### src/rtl/hazard_scoreboard_unit_pkg.sv
// Shared defaults, register address type and hazard helper for the scoreboard.
// Latency: none (declarations only).
// Backpressure: none (declarations only).
package hazard_pkg;

    localparam int NUM_REGS_DEF = 32;
    localparam int REG_AW_DEF   = 5;

    typedef logic [REG_AW_DEF-1:0] reg_addr_t;

    // A source or destination conflicts with an in-flight result unless the
    // writeback of that very register is being bypassed in the same cycle.
    function automatic logic src_hazard(
        input logic valid,
        input logic used,
        input logic nonzero,
        input logic pend,
        input logic wb_hit
    );
        return valid && used && nonzero && pend && !wb_hit;
    endfunction

endpackage

### src/rtl/hazard_scoreboard_unit_if.sv
// ID/WB/branch bundle between the pipeline and the hazard scoreboard.
// Latency: none (wires only).
// Backpressure: stall is the only hold signal; pipeline owns the master side.
interface hazard_scoreboard_unit_if
    import hazard_pkg::*;
#(
    parameter int REG_AW = REG_AW_DEF,
    parameter int CNT_W  = 3
);
    logic              id_valid;
    logic [REG_AW-1:0] id_rs1;
    logic [REG_AW-1:0] id_rs2;
    logic              id_rs1_used;
    logic              id_rs2_used;
    logic [REG_AW-1:0] id_rd;
    logic              id_rd_we;
    logic              id_long_op;
    logic              wb_valid;
    logic [REG_AW-1:0] wb_rd;
    logic              branch_taken;
    logic              stall;
    logic              pc_write;
    logic              if_id_write;
    logic              if_id_flush;
    logic              id_ex_flush;
    logic [CNT_W-1:0]  outstanding;
    logic              err_spurious_wb;

    modport master (
        output id_valid, id_rs1, id_rs2, id_rs1_used, id_rs2_used,
               id_rd, id_rd_we, id_long_op, wb_valid, wb_rd, branch_taken,
        input  stall, pc_write, if_id_write, if_id_flush, id_ex_flush,
               outstanding, err_spurious_wb
    );

    modport slave (
        input  id_valid, id_rs1, id_rs2, id_rs1_used, id_rs2_used,
               id_rd, id_rd_we, id_long_op, wb_valid, wb_rd, branch_taken,
        output stall, pc_write, if_id_write, if_id_flush, id_ex_flush,
               outstanding, err_spurious_wb
    );

endinterface

### src/rtl/hazard_scoreboard_unit_reg_pending_table.sv
// Per-register pending bits with set/clear ports; set wins over clear.
// Latency: updates on the next clk edge, lookups are combinational.
// Backpressure: none; callers decide when set/clear are legal.
module reg_pending_table
    import hazard_pkg::*;
#(
    parameter int NUM_REGS = NUM_REGS_DEF,
    parameter int REG_AW   = REG_AW_DEF
) (
    input  logic              clk,
    input  logic              rst,
    input  logic              set_en,
    input  logic [REG_AW-1:0] set_addr,
    input  logic              clr_en,
    input  logic [REG_AW-1:0] clr_addr,
    input  logic [REG_AW-1:0] rs1,
    input  logic [REG_AW-1:0] rs2,
    input  logic [REG_AW-1:0] rd,
    input  logic [REG_AW-1:0] wb_rd,
    output logic              rs1_pend,
    output logic              rs2_pend,
    output logic              rd_pend,
    output logic              wb_pend
);

    logic [NUM_REGS-1:0] pending;

    // Addresses beyond the architectural file can never be pending.
    function automatic logic lookup(input logic [REG_AW-1:0] a);
        return (int'(a) < NUM_REGS) ? pending[a] : 1'b0;
    endfunction

    // Entry 0 is never written after reset, so x0 is never pending.
    always_ff @(posedge clk or posedge rst) begin
        if (rst) begin
            pending <= '0;
        end else begin
            for (int i = 1; i < NUM_REGS; i++) begin
                if (set_en && int'(set_addr) == i)
                    pending[i] <= 1'b1;
                else if (clr_en && int'(clr_addr) == i)
                    pending[i] <= 1'b0;
            end
        end
    end

    // Combinational lookups for the ID sources, ID destination and WB target.
    always_comb begin
        rs1_pend = lookup(rs1);
        rs2_pend = lookup(rs2);
        rd_pend  = lookup(rd);
        wb_pend  = lookup(wb_rd);
    end

endmodule

### src/rtl/hazard_scoreboard_unit.sv
// Scoreboard hazard unit: RAW/WAW/capacity interlock plus branch flush.
// Latency: stall/flush combinational; pending/count/error update next edge.
// Backpressure: stall holds PC and IF/ID; branch flush overrides stall.
module hazard_scoreboard_unit
    import hazard_pkg::*;
#(
    parameter int NUM_REGS        = NUM_REGS_DEF,
    parameter int REG_AW          = REG_AW_DEF,
    parameter int MAX_OUTSTANDING = 4,
    parameter int CNT_W           = $clog2(MAX_OUTSTANDING + 1)
) (
    input  logic                     clk,
    input  logic                     rst,
    hazard_scoreboard_unit_if.slave  bus
);

    logic             rs1_pend, rs2_pend, rd_pend, wb_pend;
    logic             src1_haz, src2_haz, waw_haz, cap_haz;
    logic             stall_int, issue, long_issue;
    logic             set_en, clr_en, wb_ok, wb_bad;
    logic [CNT_W-1:0] cnt_q;
    logic             err_q;

    reg_pending_table #(
        .NUM_REGS (NUM_REGS),
        .REG_AW   (REG_AW)
    ) u_pend (
        .clk      (clk),
        .rst      (rst),
        .set_en   (set_en),
        .set_addr (bus.id_rd),
        .clr_en   (clr_en),
        .clr_addr (bus.wb_rd),
        .rs1      (bus.id_rs1),
        .rs2      (bus.id_rs2),
        .rd       (bus.id_rd),
        .wb_rd    (bus.wb_rd),
        .rs1_pend (rs1_pend),
        .rs2_pend (rs2_pend),
        .rd_pend  (rd_pend),
        .wb_pend  (wb_pend)
    );

    // Classify the completion, detect hazards and derive issue/set/clear.
    always_comb begin
        // A completion is honoured only if something is in flight and, for a
        // real register, that register is actually pending.
        wb_ok  = bus.wb_valid && (cnt_q != '0) && ((bus.wb_rd == '0) || wb_pend);
        wb_bad = bus.wb_valid && !wb_ok;
        clr_en = wb_ok && (bus.wb_rd != '0);

        src1_haz = src_hazard(bus.id_valid, bus.id_rs1_used, bus.id_rs1 != '0,
                              rs1_pend, bus.wb_valid && bus.wb_rd == bus.id_rs1);
        src2_haz = src_hazard(bus.id_valid, bus.id_rs2_used, bus.id_rs2 != '0,
                              rs2_pend, bus.wb_valid && bus.wb_rd == bus.id_rs2);
        waw_haz  = src_hazard(bus.id_valid, bus.id_rd_we, bus.id_rd != '0,
                              rd_pend, bus.wb_valid && bus.wb_rd == bus.id_rd);
        // A spurious completion frees no slot, so only an honoured one lifts
        // the capacity limit; this keeps the counter from overflowing.
        cap_haz  = bus.id_valid && bus.id_long_op &&
                   (cnt_q == CNT_W'(MAX_OUTSTANDING)) && !wb_ok;

        stall_int  = (src1_haz || src2_haz || waw_haz || cap_haz) && !bus.branch_taken;
        issue      = bus.id_valid && !stall_int && !bus.branch_taken;
        long_issue = issue && bus.id_long_op;
        set_en     = long_issue && bus.id_rd_we && (bus.id_rd != '0);
    end

    // Outstanding counter: issue and completion in the same cycle cancel.
    always_ff @(posedge clk or posedge rst) begin
        if (rst)
            cnt_q <= '0;
        else if (long_issue && !wb_ok)
            cnt_q <= cnt_q + CNT_W'(1);
        else if (wb_ok && !long_issue)
            cnt_q <= cnt_q - CNT_W'(1);
    end

    // Sticky error for completions that match nothing in flight.
    always_ff @(posedge clk or posedge rst) begin
        if (rst)
            err_q <= 1'b0;
        else if (wb_bad)
            err_q <= 1'b1;
    end

    // Drive the pipeline control outputs.
    always_comb begin
        bus.stall           = stall_int;
        bus.pc_write        = !stall_int;
        bus.if_id_write     = !stall_int;
        bus.if_id_flush     = bus.branch_taken;
        bus.id_ex_flush     = bus.branch_taken;
        bus.outstanding     = cnt_q;
        bus.err_spurious_wb = err_q;
    end

endmodule
### src/flat_wrapper.sv
// flat-port wrapper written by rule: the top's interface ports become plain ports
module hazard_scoreboard_unit_flat import hazard_pkg::*;
#(
    parameter int NUM_REGS        = NUM_REGS_DEF,
    parameter int REG_AW          = REG_AW_DEF,
    parameter int MAX_OUTSTANDING = 4,
    parameter int CNT_W           = $clog2(MAX_OUTSTANDING + 1)
)
  (clk, rst, bus_id_valid, bus_id_rs1, bus_id_rs2, bus_id_rs1_used, bus_id_rs2_used, bus_id_rd, bus_id_rd_we, bus_id_long_op, bus_wb_valid, bus_wb_rd, bus_branch_taken, bus_stall, bus_pc_write, bus_if_id_write, bus_if_id_flush, bus_id_ex_flush, bus_outstanding, bus_err_spurious_wb);
  hazard_scoreboard_unit_if #(.REG_AW(REG_AW), .CNT_W(CNT_W)) bus_i ();
  input  logic clk;
  input  logic rst;
  input wire logic [$bits(bus_i.id_valid)-1:0] bus_id_valid;
  input wire logic [$bits(bus_i.id_rs1)-1:0] bus_id_rs1;
  input wire logic [$bits(bus_i.id_rs2)-1:0] bus_id_rs2;
  input wire logic [$bits(bus_i.id_rs1_used)-1:0] bus_id_rs1_used;
  input wire logic [$bits(bus_i.id_rs2_used)-1:0] bus_id_rs2_used;
  input wire logic [$bits(bus_i.id_rd)-1:0] bus_id_rd;
  input wire logic [$bits(bus_i.id_rd_we)-1:0] bus_id_rd_we;
  input wire logic [$bits(bus_i.id_long_op)-1:0] bus_id_long_op;
  input wire logic [$bits(bus_i.wb_valid)-1:0] bus_wb_valid;
  input wire logic [$bits(bus_i.wb_rd)-1:0] bus_wb_rd;
  input wire logic [$bits(bus_i.branch_taken)-1:0] bus_branch_taken;
  output wire logic [$bits(bus_i.stall)-1:0] bus_stall;
  output wire logic [$bits(bus_i.pc_write)-1:0] bus_pc_write;
  output wire logic [$bits(bus_i.if_id_write)-1:0] bus_if_id_write;
  output wire logic [$bits(bus_i.if_id_flush)-1:0] bus_if_id_flush;
  output wire logic [$bits(bus_i.id_ex_flush)-1:0] bus_id_ex_flush;
  output wire logic [$bits(bus_i.outstanding)-1:0] bus_outstanding;
  output wire logic [$bits(bus_i.err_spurious_wb)-1:0] bus_err_spurious_wb;
  assign bus_i.id_valid = bus_id_valid;
  assign bus_i.id_rs1 = bus_id_rs1;
  assign bus_i.id_rs2 = bus_id_rs2;
  assign bus_i.id_rs1_used = bus_id_rs1_used;
  assign bus_i.id_rs2_used = bus_id_rs2_used;
  assign bus_i.id_rd = bus_id_rd;
  assign bus_i.id_rd_we = bus_id_rd_we;
  assign bus_i.id_long_op = bus_id_long_op;
  assign bus_i.wb_valid = bus_wb_valid;
  assign bus_i.wb_rd = bus_wb_rd;
  assign bus_i.branch_taken = bus_branch_taken;
  assign bus_stall = bus_i.stall;
  assign bus_pc_write = bus_i.pc_write;
  assign bus_if_id_write = bus_i.if_id_write;
  assign bus_if_id_flush = bus_i.if_id_flush;
  assign bus_id_ex_flush = bus_i.id_ex_flush;
  assign bus_outstanding = bus_i.outstanding;
  assign bus_err_spurious_wb = bus_i.err_spurious_wb;
  hazard_scoreboard_unit #(.NUM_REGS(NUM_REGS), .REG_AW(REG_AW), .MAX_OUTSTANDING(MAX_OUTSTANDING), .CNT_W(CNT_W)) u_core (.clk(clk), .rst(rst), .bus(bus_i));
endmodule
### config.mk
export PLATFORM = sky130hd
export DESIGN_NAME = hazard_scoreboard_unit_flat
export DESIGN_NICKNAME = d
export VERILOG_FILES = /design/src/rtl/hazard_scoreboard_unit_pkg.sv /design/src/rtl/hazard_scoreboard_unit_if.sv /design/src/rtl/hazard_scoreboard_unit_reg_pending_table.sv /design/src/rtl/hazard_scoreboard_unit.sv /design/src/flat_wrapper.sv
export SDC_FILE = /design/constraint.sdc
export NUM_CORES = 1
export LEC_CHECK = 0
export CAP_MARGIN = 15
export CORE_UTILIZATION = 60
export CTS_CLUSTER_DIAMETER = 200
export DETAILED_ROUTE_END_ITERATION = 8
export DONT_BUFFER_PORTS = 1
export PLACE_DENSITY = 0.79
export REMOVE_ABC_BUFFERS = 1
export SYNTH_ARGS = -nofsm -noshare
export SYNTH_HDL_FRONTEND = slang
export SYNTH_SLANG_ARGS = --single-unit
### constraint.sdc
create_clock -name clk -period 5.4 [get_ports clk]
set_clock_uncertainty 0.2 [all_clocks]
set_input_delay 0.81 -clock clk [delete_from_list [all_inputs] [get_ports clk]]
set_output_delay 0.81 -clock clk [all_outputs]
set_load 0.1 [all_outputs]
==> summary.md <==
Synthesis inferred 35 register bits. The number of global-route vias before repair was 2706. Entering global routing, the biggest net connects 36 pins. Counting cells, the worst reg-to-reg path comes to 13. The global placement routability congestion is 0.941. Clock-pin slew was measured on the worst setup and hold paths at 0.08 ns. The worst setup path is launched from an input pin.

At the pin with the least slew margin, the transition time is 0.906 ns. The mean post-synth cell area is 11.1 um^2, and the number of buffer and inverter instances along the worst setup path is 1. The tool flagged a number of max-cap violations equal to 0. The overall power consumption was 0.000857 W.

CTS placed an instance of clkbuf_8 at the clock tree root. The vertical extent of the die came out at 73.9 um. The later-pin clock latency in the skew report was 0.30 ns. The run gives 297 as the layout net count.

The max-slew violation count is 0. For this configuration, the core starts out at a cell density of 64.1%. The tools report the worst setup path startpoint as bus_id_rd[1]. The number of buffers created by CTS was 5; the diode insertion count for antenna repair was 0. Setup repair after global routing left no endpoint under its margin.

The number of cell rows is 25, and the number of enable-type register cells in the synthesized netlist is 0. The worst hold path class is input pin to async pin. The top fanout value on the critical path was 34; the violation count after the first detailed-routing iteration was 427.

The category of the critical setup timing path is input pin to output port. The worst path in the final design needs a cycle of 4.29 ns, including I/O delays and setup. Endpoint class of the critical path: an output port.

The count of nets left with antenna violations once routing finished came out at 0. For the worst setup path, the data required time is 4.39 ns. The endpoint identified for the worst register-to-register timing path is u_core.bus.outstanding[2].

The tools report the routed wire length as 8620 um. The detailed router placed 2628 vias in this run. The final clock period utilization by the worst path came out at 79.5%. The run gives 0 as the count of cells resized by post-cts repair. The headroom to the max-slew limit was 39.6%; the number of distinct library cells after synthesis was 50. The ratio of routed vias to standard cells works out to 7.87. The library cell occupying the most area in the post-synthesis netlist was dfrtp_1. Die outline width: 73.9 um.

The slowest cell on the critical path is mux4_2. No sink is reached through more buffers than the 2 on the longest clock path. Sequential fraction of the synthesis area: 28.2%.

For this design the ratio of total power to cell area is 272 nW/um^2. In the final routed layout, each cell accounts on average for 25.8 um. The run gives 5 as the first-pass iteration count of the detailed router.

For this run, the leading register cell type out of synthesis is dfrtp_1. Setup violations remaining at the end of the flow were counted as 0. The yosys synthesis warning count is 1. During I/O placement, the number of pins put on the boundary was 38. The logs give 0.000327 V for the worst-case vdd ir drop and 4850 um^2 for the placeable core region.

TritonCTS built the clock tree. The initial antenna violation count is 0, and the largest incremental delay on the critical path is 0.48 ns. Total negative slack for setup checks: 0 ns. The tools report the register-to-register setup slack as 1.53 ns. The number of hold-repair buffers added at the cts stage was 0; the area share of the largest cell type after synthesis was 28.2%. The fraction of final layout cells with drive strength greater than 1 was 18.4%.

The run finished with clean final reports. In the routed design, unresolved DRC markers number 0. For this run, asynchronously set or reset flops after synthesis account for 100%. The first global-routing pass estimated 13700 um of wire. Die outline area: 5470 um^2.

For the hold violation count in the final report, the log shows 0. Traced cell by cell, the critical path runs through mux4_2 -> mux2i_1 -> a22oi_1 -> a311o_1 -> nand4_1 -> nand4_4 -> or2b_2 -> buf_4. The number of gates on the worst path with buffers counted came out at 8.

Number of input and output port buffers inserted: 0. By area the synthesized netlist is led by dfrtp_1 (28%), mux4_2 (12%), o31ai_1 (11%). For the total standard cell area after synthesis, the log shows 3110 um^2. The run gives 2 as the H-tree depth reported by CTS. The half-perimeter wire length after detailed placement is 6070 um.

Capturing element of the worst setup path: bus_if_id_write. The cell family contributing the most delay on the critical path is simple AND/OR/NAND/NOR gates. The tools report the global routing usage summed across all routing layers as 34.6%. By instance count, the leading cell after synthesis is o31ai_1. The arrival time at the worst endpoint came out at 3.28 ns.

Hold timing on the final database bottoms out at a slack of 0.301 ns. The instance count of the mapped netlist was 281; the number of sinks handled by clock tree synthesis was 35. Post-CTS timing repair inserted 0 buffers for setup.

The startpoint identified for the worst register-to-register timing path is u_core.u_pend.pending[13]. For the number of filler cells placed in the layout, the log shows 375. The commonest cells after synthesis are o31ai_1 (46), dfrtp_1 (35), mux4_2 (17), o21ai_0 (17). The area growth from synthesis to layout works out to 1.65%. The logs give 0 for the global route total overflow and 1.21 nW for the cell leakage power. For this run, the top clock speed supported by timing is 233 MHz.
## placed cells by master, fill, tap and decap left out, types with 2 or more instances in the layout
cell type,Yosys,routed
nor3_1,3,3
a31oi_1,3,3
mux2i_1,14,14
or3b_2,2,2
mux4_1,10,10
nand4_1,3,3
nand4b_1,2,2
o21ai_0,17,17
o41ai_1,3,3
xnor2_1,4,4
mux2_2,8,8
xor2_1,14,14
nand2b_1,6,6
nor4_1,3,3
or2_2,4,4
nand2_1,9,9
buf_4,5,7
dfrtp_1,35,35
clkbuf_8,0,7
inv_1,4,4
nand3_1,8,8
a21oi_1,4,4
nand3b_1,5,5
mux4_2,17,17
nor2_1,5,5
o31ai_1,46,46
## flip-flops by register name (all words and copies together), names as in the netlist
| name | count |
|---|---|
| u_core.bus.err_spurious_wb | 1 |
| u_core.bus.outstanding | 3 |
| u_core.u_pend.pending | 31 |
## per-stage QoR
stage	setup slack (ns)	area, um^2	util, %	instances
3_5_place_dp	1.12	3060	63.0	326
5_1_grt	1.01	3160	65.1	334
2_1_floorplan	0.602	2920	-	252
6_report	1.11	3160	65.1	334
4_1_cts	1.12	3160	65.1	334
3_3_place_gp	1.19	3060	63.0	326
## routing by layer
metal	wire length [um]	vias to the layer above	track usage, %
li1	-	1099	-
met1	3200	1283	45.2
met2	4050	211	53.7
met3	1110	35	8.94
met4	257	0	16.9
met5	0	-	0
## power breakdown
part / leakage (nW) / switching [W] / total [W] / internal, W
Clock: 0.0515 / 0.000101 / 0.000217 / 0.000117
Sequential: 0.469 / 0.0000344 / 0.000327 / 0.000292
Combinational: 0.694 / 0.000203 / 0.000313 / 0.000110
## how the worst min path moves through the flow
stage	slack [ns]	endpoint	cells past startpoint
final	0.30	u_core.u_pend.pending[3]	2
after global routing	0.33	u_core.u_pend.pending[2]	2
after CTS	0.31	u_core.u_pend.pending[3]	2
after detailed placement	0.38	u_core.u_pend.pending[20]	2
after global placement	0.37	u_core.u_pend.pending[23]	2
after floorplan	0.31	u_core.u_pend.pending[31]	2
## worst register-to-register path: stages, from the launching register on
cell	delay, ns
dfrtp_1	0.45
mux4_2	0.49
mux2i_1	0.14
a22oi_1	0.11
a311o_1	0.35
nand4_1	0.20
nand4_4	0.43
nor3_1	0.31
ha_1	0.23
inv_1	0.06
fa_1	0.37
xor2_1	0.15
nor2_1	0.11
xor2_1	0.19
## logic make-up (layout without fill, tap and decap cells)
kind of cell	count (synthesis)	after routing	synth area share [%]
compound gates	84	84	19.1
xor+xnor	18	18	5.08
fa+ha+maj	2	2	1.05
buf+inv	33	19	6.57
flops	35	35	28.2
mux	49	49	28.2
simple gates	60	60	11.8
## area by class of cell
class	count	area [um^2]	area share [%]
clock buffer	8	100	3.17
sequential	35	876	27.7
inverter	4	15.0	0.476
multi-input combinational	213	2030	64.3
tap	67	83.8	2.66
timing repair buffer	7	52.6	1.66
No activity file was read; power rests on OpenSTA's default activity.
